--- config.mk ---
export PLATFORM = sky130hd
export DESIGN_NAME = adc_capture_ctrl
export DESIGN_NICKNAME = d
export VERILOG_FILES = /design/src/rtl/adc_capture_ctrl.sv
export SDC_FILE = /design/constraint.sdc
export NUM_CORES = 1
export LEC_CHECK = 0
export BUFFER_PORTS_ARGS = -buffer_cell sky130_fd_sc_hd__buf_4
export CORE_MARGIN = 1.5
export CORE_UTILIZATION = 50
export DETAILED_ROUTE_END_ITERATION = 8
export PLACE_DENSITY = 0.74
export RECOVER_POWER = 50
export SETUP_SLACK_MARGIN = 0.3
export SLEW_MARGIN = 30
export SYNTH_ARGS = -nofsm -noshare
export SYNTH_HDL_FRONTEND = slang
export SYNTH_SLANG_ARGS = --single-unit
--- constraint.sdc ---
create_clock -name clk -period 3.5 [get_ports clk]
set_input_delay 0.525 -clock clk [delete_from_list [all_inputs] [get_ports clk]]
set_output_delay 0.525 -clock clk [all_outputs]
set_load 0.05 [all_outputs]
--- src/rtl/adc_capture_ctrl.sv ---
// adc_capture_ctrl: sequences one ADC capture burst (arm, optional level trigger, decimated writes, drain) into the data FIFO.
// Define AUTO_TRIG_EN to add a trigger timeout that forces capture and pulses auto_trig.
module adc_capture_ctrl #(
  parameter int CAP_WORDS  = 4096,
  parameter int FIFO_DEPTH = 8192,
  parameter int USEDW_W    = 13,
  parameter int DECIM_W    = 8
`ifdef AUTO_TRIG_EN
  , parameter int TIMEOUT_CYC = 1000000
`endif
) (
  input  logic               clk,
  input  logic               rst,
  input  logic               start,
  input  logic               abort,
  input  logic               trig_en,
  input  logic               trig_falling,
  input  logic [7:0]         trig_level,
  input  logic [DECIM_W-1:0] decim,
  input  logic [15:0]        adc_in,
  input  logic [USEDW_W-1:0] fifo_wrusedw,
  input  logic               fifo_wrempty,
  output logic               fifo_wr,
  output logic [15:0]        fifo_din,
  output logic               busy,
  output logic               done,
  output logic               overflow,
`ifdef AUTO_TRIG_EN
  output logic               auto_trig,
`endif
  output logic [2:0]         state
);
  typedef enum logic [2:0] {IDLE = 3'd0, ARM = 3'd1, WAIT_TRIG = 3'd2, CAPTURE = 3'd3, DRAIN = 3'd4} state_t;
  localparam int WC_W = $clog2(CAP_WORDS + 1);
  localparam logic [WC_W-1:0] LAST_WORD = WC_W'(CAP_WORDS - 1);
  localparam logic [USEDW_W-1:0] FULL_LVL = USEDW_W'(FIFO_DEPTH - 2);
`ifdef AUTO_TRIG_EN
  localparam int TO_W = $clog2(TIMEOUT_CYC + 1);
  localparam logic [TO_W-1:0] TO_LAST = TO_W'(TIMEOUT_CYC - 1);
  logic [TO_W-1:0] to_cnt_q;
`endif
  state_t             state_q;
  logic [WC_W-1:0]    word_cnt_q;
  logic [DECIM_W-1:0] decim_cnt_q, decim_q;
  logic [7:0]         prev_a_q;
  logic               drain_seen_q;
  logic               trig_hit, slot, full;
  assign trig_hit = trig_falling ? (prev_a_q >= trig_level && adc_in[7:0] < trig_level)
                                 : (prev_a_q < trig_level && adc_in[7:0] >= trig_level);
  // The triggering sample itself is written, so a trigger counts as a write slot.
  assign slot  = (state_q == CAPTURE && decim_cnt_q == '0) || (state_q == WAIT_TRIG && trig_hit);
  assign full  = fifo_wrusedw >= FULL_LVL;
  assign busy  = state_q != IDLE;
  assign state = state_q;
  always_ff @(posedge clk or posedge rst)
    if (rst) begin
      state_q      <= IDLE;
      word_cnt_q   <= '0;
      decim_cnt_q  <= '0;
      decim_q      <= '0;
      prev_a_q     <= '0;
      drain_seen_q <= 1'b0;
      fifo_wr      <= 1'b0;
      fifo_din     <= '0;
      done         <= 1'b0;
      overflow     <= 1'b0;
`ifdef AUTO_TRIG_EN
      to_cnt_q     <= '0;
      auto_trig    <= 1'b0;
`endif
    end else begin
      fifo_wr <= 1'b0;
      done    <= 1'b0;
`ifdef AUTO_TRIG_EN
      auto_trig <= 1'b0;
`endif
      if (abort && state_q != IDLE) state_q <= IDLE;
      else if (slot && full) begin
        overflow     <= 1'b1;
        drain_seen_q <= 1'b0;
        state_q      <= DRAIN;
      end else if (slot) begin
        fifo_wr      <= 1'b1;
        fifo_din     <= adc_in;
        word_cnt_q   <= word_cnt_q + 1'b1;
        decim_cnt_q  <= (decim_q == '0) ? '0 : DECIM_W'(1);
        drain_seen_q <= 1'b0;
        state_q      <= (word_cnt_q == LAST_WORD) ? DRAIN : CAPTURE;
      end else
        case (state_q)
          IDLE: if (start && fifo_wrempty) state_q <= ARM;
          ARM: begin
            word_cnt_q  <= '0;
            decim_cnt_q <= '0;
            decim_q     <= decim;
            overflow    <= 1'b0;
            prev_a_q    <= adc_in[7:0];
`ifdef AUTO_TRIG_EN
            to_cnt_q    <= '0;
`endif
            state_q     <= trig_en ? WAIT_TRIG : CAPTURE;
          end
          WAIT_TRIG: begin
            prev_a_q <= adc_in[7:0];
`ifdef AUTO_TRIG_EN
            to_cnt_q <= to_cnt_q + 1'b1;
            if (to_cnt_q == TO_LAST) begin
              auto_trig <= 1'b1;
              state_q   <= CAPTURE;
            end
`endif
          end
          CAPTURE: decim_cnt_q <= (decim_cnt_q == decim_q) ? '0 : decim_cnt_q + 1'b1;
          DRAIN: begin
            drain_seen_q <= 1'b1;
            if (drain_seen_q && fifo_wrempty) begin
              done    <= 1'b1;
              state_q <= IDLE;
            end
          end
          default: state_q <= IDLE;
        endcase
    end
endmodule

# [Yosys cells after proc, flatten, opt, wreduce, memory -nomap -nowiden]
# Index checks and enable logic that the tools add are counted.
[word_totals] output_inout_bits=23 register_bits=60 in_bits=52 word_cells=86
[classes] n_mux=29 order_cmp=5 eq_ne=10 n_reduce_logical=27 bitwise_logic=3 addsub=2
[ops] cell="13-bit two-way mux" n=2
[ops] cell="3-bit two-way mux" n=6
[ops] cell="1-bit two-way mux" n=17
[ops] cell="8-bit >= comparator" n=2
[ops] cell="8-bit logical NOT" n=2
[ops] cell="8-bit < comparator" n=2
[ops] cell="8-bit two-way mux" n=2
[ops] cell="8-bit case mux with 2 select lines" n=1
[ops] cell="3-bit AND reduction" n=5
[ops] cell="13-bit by 1-bit adder with 13-bit output (second input constant)" n=1
[ops] cell="13-bit by 12-bit == test with 1-bit output (second input constant)" n=1
[ops] cell="13-bit >= comparator (second input constant)" n=1
[ops] cell="3-bit case mux with 4 select lines" n=1
[ops] cell="5-bit != test (second input constant)" n=2
[ops] cell="3-bit nonzero test" n=3
[ops] cell="8-bit by 1-bit adder with 8-bit output (second input constant)" n=1
[ops] cell="8-bit == test" n=1
[ops] cell="1-bit logical AND" n=8
[ops] cell="4-bit AND reduction" n=2
[ops] cell="3-bit by 2-bit == test with 1-bit output (second input constant)" n=2
[ops] cell="4-bit by 1-bit != test with 1-bit output (second input constant)" n=1
[ops] cell="2-bit nonzero test" n=2
[ops] cell="2-bit OR reduction" n=2
[ops] cell="3-bit by 1-bit == test with 1-bit output (second input constant)" n=1
[ops] cell="6 further kinds" n=8

# [Depth between registers and ports, before layout]
[logic_depth] depth_word=8 mapped_depth=10

# [Worst setup path after synthesis]
# No wires, ideal clock.
[synth_path] kind="input port to flip-flop" from="input port trig_level[1]" to="register prev_a_q[1]" arrival_time_ns=2.582 path_stages=10 setup_time_ns=0.125 slack_ns=0.793 path_cell_list="inv_1 > ha_1 > nor2b_1 > o211ai_1 > a31oi_1 > o221a_2 > o21ai_0 > and3_1 > buf_2 > mux2_2"
[synth_via] elab_chain_cells=8 elab_cells_between_ends=13 classes_between="order compare: 4; mux: 1; bitwise: 2; reduce/logical: 6"
[synth_rtl] element="start: declaration" line_no="18" rtl="input logic [7:0] trig_level,"
[synth_rtl] element="8-bit < comparator (tied with other cells)" line_no="49" rtl=": (prev_a_q < trig_level && adc_in[7:0] >= trig_level);"
[synth_rtl] element="1-bit logical AND, on equally long branches" line_no="49, 48"
[synth_rtl] element="1-bit two-way mux *" line_no="48" rtl="assign trig_hit = trig_falling ? (prev_a_q >= trig_level && adc_in[7:0] < trig_level)"
[synth_rtl] element="1-bit logical AND *" line_no="51" rtl="assign slot = (state_q == CAPTURE && decim_cnt_q == '0) || (state_q == WAIT_TRIG && trig_hit);"
[synth_rtl] element="1-bit logical OR *" line_no="51"
[synth_rtl] element="1-bit logical AND" line_no="78" rtl="else if (slot && full) begin"
[synth_rtl] element="1-bit NOT (no source line)"
[synth_rtl] element="4-bit AND reduction (no source line) *"
[synth_rtl] element="end signal: assignment" line_no="97" rtl="prev_a_q <= adc_in[7:0];"
[synth_rtl] element="end signal: assignment" line_no="104" rtl="prev_a_q <= adc_in[7:0];"
[synth_rtl] element="end: declaration" line_no="45" rtl="logic [7:0] prev_a_q;"
# Mark *: on every way between the ends. The rest lies on a longest branch, timed or not.
# A chain may end at the register's enable or synchronous reset.

# [Worst setup path after layout]
[layout_path] from="register decim_cnt_q[4]" to="register word_cnt_q[5]"
[layout_via] elab_chain_cells=6 elab_cells_between_ends=8 classes_between="mux: 1; bitwise: 1; reduce/logical: 6"
[layout_rtl] element="start: declaration" line_no="44" rtl="logic [DECIM_W-1:0] decim_cnt_q, decim_q;"
[layout_rtl] element="start signal: assignment" line_no="86" rtl="decim_cnt_q <= (decim_q == '0) ? '0 : DECIM_W'(1);"
[layout_rtl] element="start signal: assignment" line_no="113" rtl="CAPTURE: decim_cnt_q <= (decim_cnt_q == decim_q) ? '0 : decim_cnt_q + 1'b1;"
[layout_rtl] element="8-bit logical NOT *" line_no="51"
[layout_rtl] element="1-bit logical AND *" line_no="51"
[layout_rtl] element="1-bit logical OR *" line_no="51"
[layout_rtl] element="1-bit logical AND" line_no="78"
[layout_rtl] element="1-bit NOT (no source line)"
[layout_rtl] element="3-bit AND reduction (no source line)"
[layout_rtl] element="end signal: assignment" line_no="85" rtl="word_cnt_q <= word_cnt_q + 1'b1;"
[layout_rtl] element="end: declaration" line_no="43" rtl="logic [WC_W-1:0] word_cnt_q;"
# Marked as above.

==> run_results.csv <==
group,metric,value,unit
global_route,antenna_found_initial,0,
sta,rsz0062_at_grt,"no",
synth,synthCells,364,
power_and_ir_drop,p_int,1.83,mW
drt,top_layer_used,"met4",
floorplanning,core_area,0.00687,mm^2
critical_path,start_kind,"flop",
clock_network,cts_buffers,9,
synth,synth-compound-area-share,0.135,
drt,met2_wirelength,3.91,mm
floorplanning,die_w,87.8,um
finish,nFillCells,593,
sta,hold_viol_final,0,
floorplanning,start_util,0.523,
critical_path,crit_type,"reg2reg",
sta,post-route-min-period,2.83,ns
run,cap_viol_max_count,0,
power_and_ir_drop,switching_power,1.40,mW
synth,synth_top_family_by_area,"simple AND/OR/NAND/NOR gates",
min_path,holdCritPathClass,"in2reg",
clock_network,cts_root_buffer,"clkbuf_8",
synth,syn-mean-instance-area,9.87,um^2
synth,yosys.area.top_type_share,0.418,
synth,synth_nets,435,
synth,yosys_most_used_dff,"dfrtp_1",
synth,synth_largest_area_cell,"dfrtp_1",
synth,ys_seq_area_frac,0.418,
sta,fin_worst_skew,0.00547,ns
global_route,overflow,0,
finish,syn2layout_area_growth,21.3,%
clock_network,cts-resized-gates,0,
floorplanning,rows,30,
critical_path,worstPathArrival,3.12,ns
floorplanning,die_area,0.00770,mm^2
synth,synth_most_common_cell,"dfrtp_1",
drt,routed-via-count,3053,
place,place_congestion,0.887,
synth,ys_types,60,
global_route,grt_max_degree,30,
drt,avgViaCountPerCell,5.65,
drt,routed_wl,8.16,mm
clock_network,clkTransAtPathRegs,0.07,ns
power_and_ir_drop,power_frac_comb,0.462,
drt,dr_wl_met3,362,um
clock_network,cts_sinks,60,
power_and_ir_drop,p_seq_frac,0.345,
status,status,"complete, no violations",
synth,ys_top_cells_by_count,"dfrtp_1 (60), nand2_1 (47), mux2_2 (23), ha_1 (19), inv_1 (19)",
critical_path,worst_setup_path_end_kind,"flop",
finish,design_area,0.00436,mm^2
place,dpl-instance-area,0.00421,mm^2
power_and_ir_drop,power_density,739,mW/mm^2
finish,multi_input_area,0.00192,mm^2
global_route,grt_pass1_wl,13.4,mm
clock_network,cts_tree,"done",
synth,synth_xor_area_frac,0.0219,
drt,drtPass1Iterations,6,
power_and_ir_drop,p_leak,2.08,nW
drt,wl_met1,3.67,mm
clock_network,holdBufCountCts,0,
drt,final_antenna_net_count,0,
power_and_ir_drop,clockPowerShare,0.194,
finish,seqCellArea,0.00150,mm^2
global_route,grtUsageTotal,0.226,
power_and_ir_drop,peakVddDrop,529,uV
synth,synth-simple-area-share,0.214,
finish,nNetsFinal,511,
synth,synth_adder_area_share,0.0662,
drt,drtIter0Drc,212,
synth,synth-edff-count,0,
global_route,first_global_vias,2948,
synth,ys_seq_elements,60,
sta,tightest_slew,1.14,ns
sta,slew_viol_final,0,
place,io_buffers,73,
drt,drc,0,
finish,drive_gt1_frac,0.279,
clock_network,clockBufferDepth,2,
sta,fin_tns_setup,0,ns
sta,setup_violations,0,
synth,syn-cell-area,0.00359,mm^2
finish,diodes,0,
clock_network,worstSkewPairLatency,0.35,ns
critical_path,crit_required,3.79,ns
clock_network,htreeDepth,3,
drt,wl_per_cell,15.1,um
place,dp_hpwl,5.90,mm
synth,synth_area_leaders,"dfrtp_1 (42%), mux2_2 (7.2%), ha_1 (6.6%)",
clock_network,cts_setup_buffers,0,
synth,synthArstFlopShare,1.00,
critical_path,path_max_fanout,12,
sta,slew_headroom,0.237,
synth,ys_warn_count,0,
power_and_ir_drop,swShare,0.433,
floorplanning,pin_count,75,
sta,fmax,353,MHz
sta,min_period_over_period,0.809,
floorplanning,die_h,87.8,um
synth,synth_mux_area_frac,0.0954,
power by group through the flow:
stage               logic (mW)  clock network, mW  registers (mW)
global route              1.60              0.662            1.14
CTS                       1.54              0.633            1.11
floorplan                0.805                  0            1.44
finish                    1.49              0.624            1.11
global placement          1.50                  0            1.11
detailed placement        1.53                  0            1.12
critical path, cell delays in order, from the launching register on:
cell and delay (ns):
dfrtp_1 0.46, or4_4 0.55, nor4b_4 0.31, nand4b_2 0.42
or4_1 0.65, a211o_1 0.30, nand2_1 0.07
final timing paths:
kind                       slack, ns        endpoint  cells past startpoint      startpoint
min in group asynchronous       0.40    fifo_din[12]                      2             rst
max                             0.67   word_cnt_q[5]                      6  decim_cnt_q[4]
min reg2reg                     0.49  word_cnt_q[11]                      1  word_cnt_q[11]
min                             0.36      decim_q[6]                      3        decim[6]
max reg2reg                     0.67   word_cnt_q[5]                      6  decim_cnt_q[4]
max in group asynchronous       1.54   word_cnt_q[1]                      3             rst
cell families after synthesis:
kind of cell             count (synthesis)
multiplexers                            31
buffers and inverters                   35
XOR/XNOR                                 9
adder cells (fa/ha/maj)                 19
AND/OR/NAND/NOR                        142
AO/OA/AOI/OAI                           68
flip-flops                              60
sequential cells by signal, summed over array words and instances, names as in the netlist:
| signal | flops |
|---|---|
| prev_a_q | 8 |
| done | 1 |
| overflow | 1 |
| word_cnt_q | 13 |
| state | 3 |
| decim_q | 8 |
| drain_seen_q | 1 |
| fifo_wr | 1 |
| decim_cnt_q | 8 |
| fifo_din | 16 |
layout make-up:
type / count / area share
multi-input combinational: 269 / 0.439
sequential: 60 / 0.344
timing repair buffer: 80 / 0.127
clock buffer: 11 / 0.0324
tap: 96 / 0.0276
inverter: 20 / 0.0172
clock inverter: 4 / 0.0115
placed cells by master (no fill, tap or decap), types with 2 or more instances in the layout:
cell / instances
or2_2: 3
and2_1: 3
ha_1: 19
and2_0: 2
clkinvlp_4: 2
clkbuf_1: 13
a21oi_1: 8
nand4_1: 17
o221ai_1: 4
nor2_1: 14
inv_1: 19
a31o_2: 4
or3_1: 4
mux2i_1: 7
buf_4: 67
clkbuf_8: 10
or4_1: 4
and3_1: 4
a41o_1: 2
nor2b_1: 4
a31oi_1: 4
a211o_1: 3
o21a_1: 2
mux2_2: 23
o221a_2: 2
nand3b_1: 2
o21ai_0: 12
nand2b_1: 7
dfrtp_1: 60
xnor2_1: 8
o31ai_1: 2
and4_1: 2
nor4_1: 3
a211oi_1: 3
o21ai_1: 5
nand3_1: 12
o31a_1: 2
o211ai_1: 6
nand2_1: 47
nor3_1: 7
per-layer routing:
metal  global-route usage  vias to the layer above
li1                     -                     1497
met1                0.281                     1455
met2                0.372                       84
met3               0.0471                       17
met4                0.111                        0
met5                    0                        -
metrics by stage:
step / utilization / total power, mW / hold slack [ns] / cells / setup WS [ns]
after floorplan: - / 2.24 / 0.445 / 364 / 0.793
final: 0.635 / 3.22 / 0.359 / 540 / 0.668
after global routing: 0.635 / 3.41 / 0.364 / 540 / 0.593
after global placement: 0.613 / 2.61 / 0.467 / 525 / 0.618
after detailed placement: 0.613 / 2.65 / 0.468 / 525 / 0.538
after CTS: 0.641 / 3.29 / 0.239 / 540 / 0.713
Power figures use the tool's default switching activity.
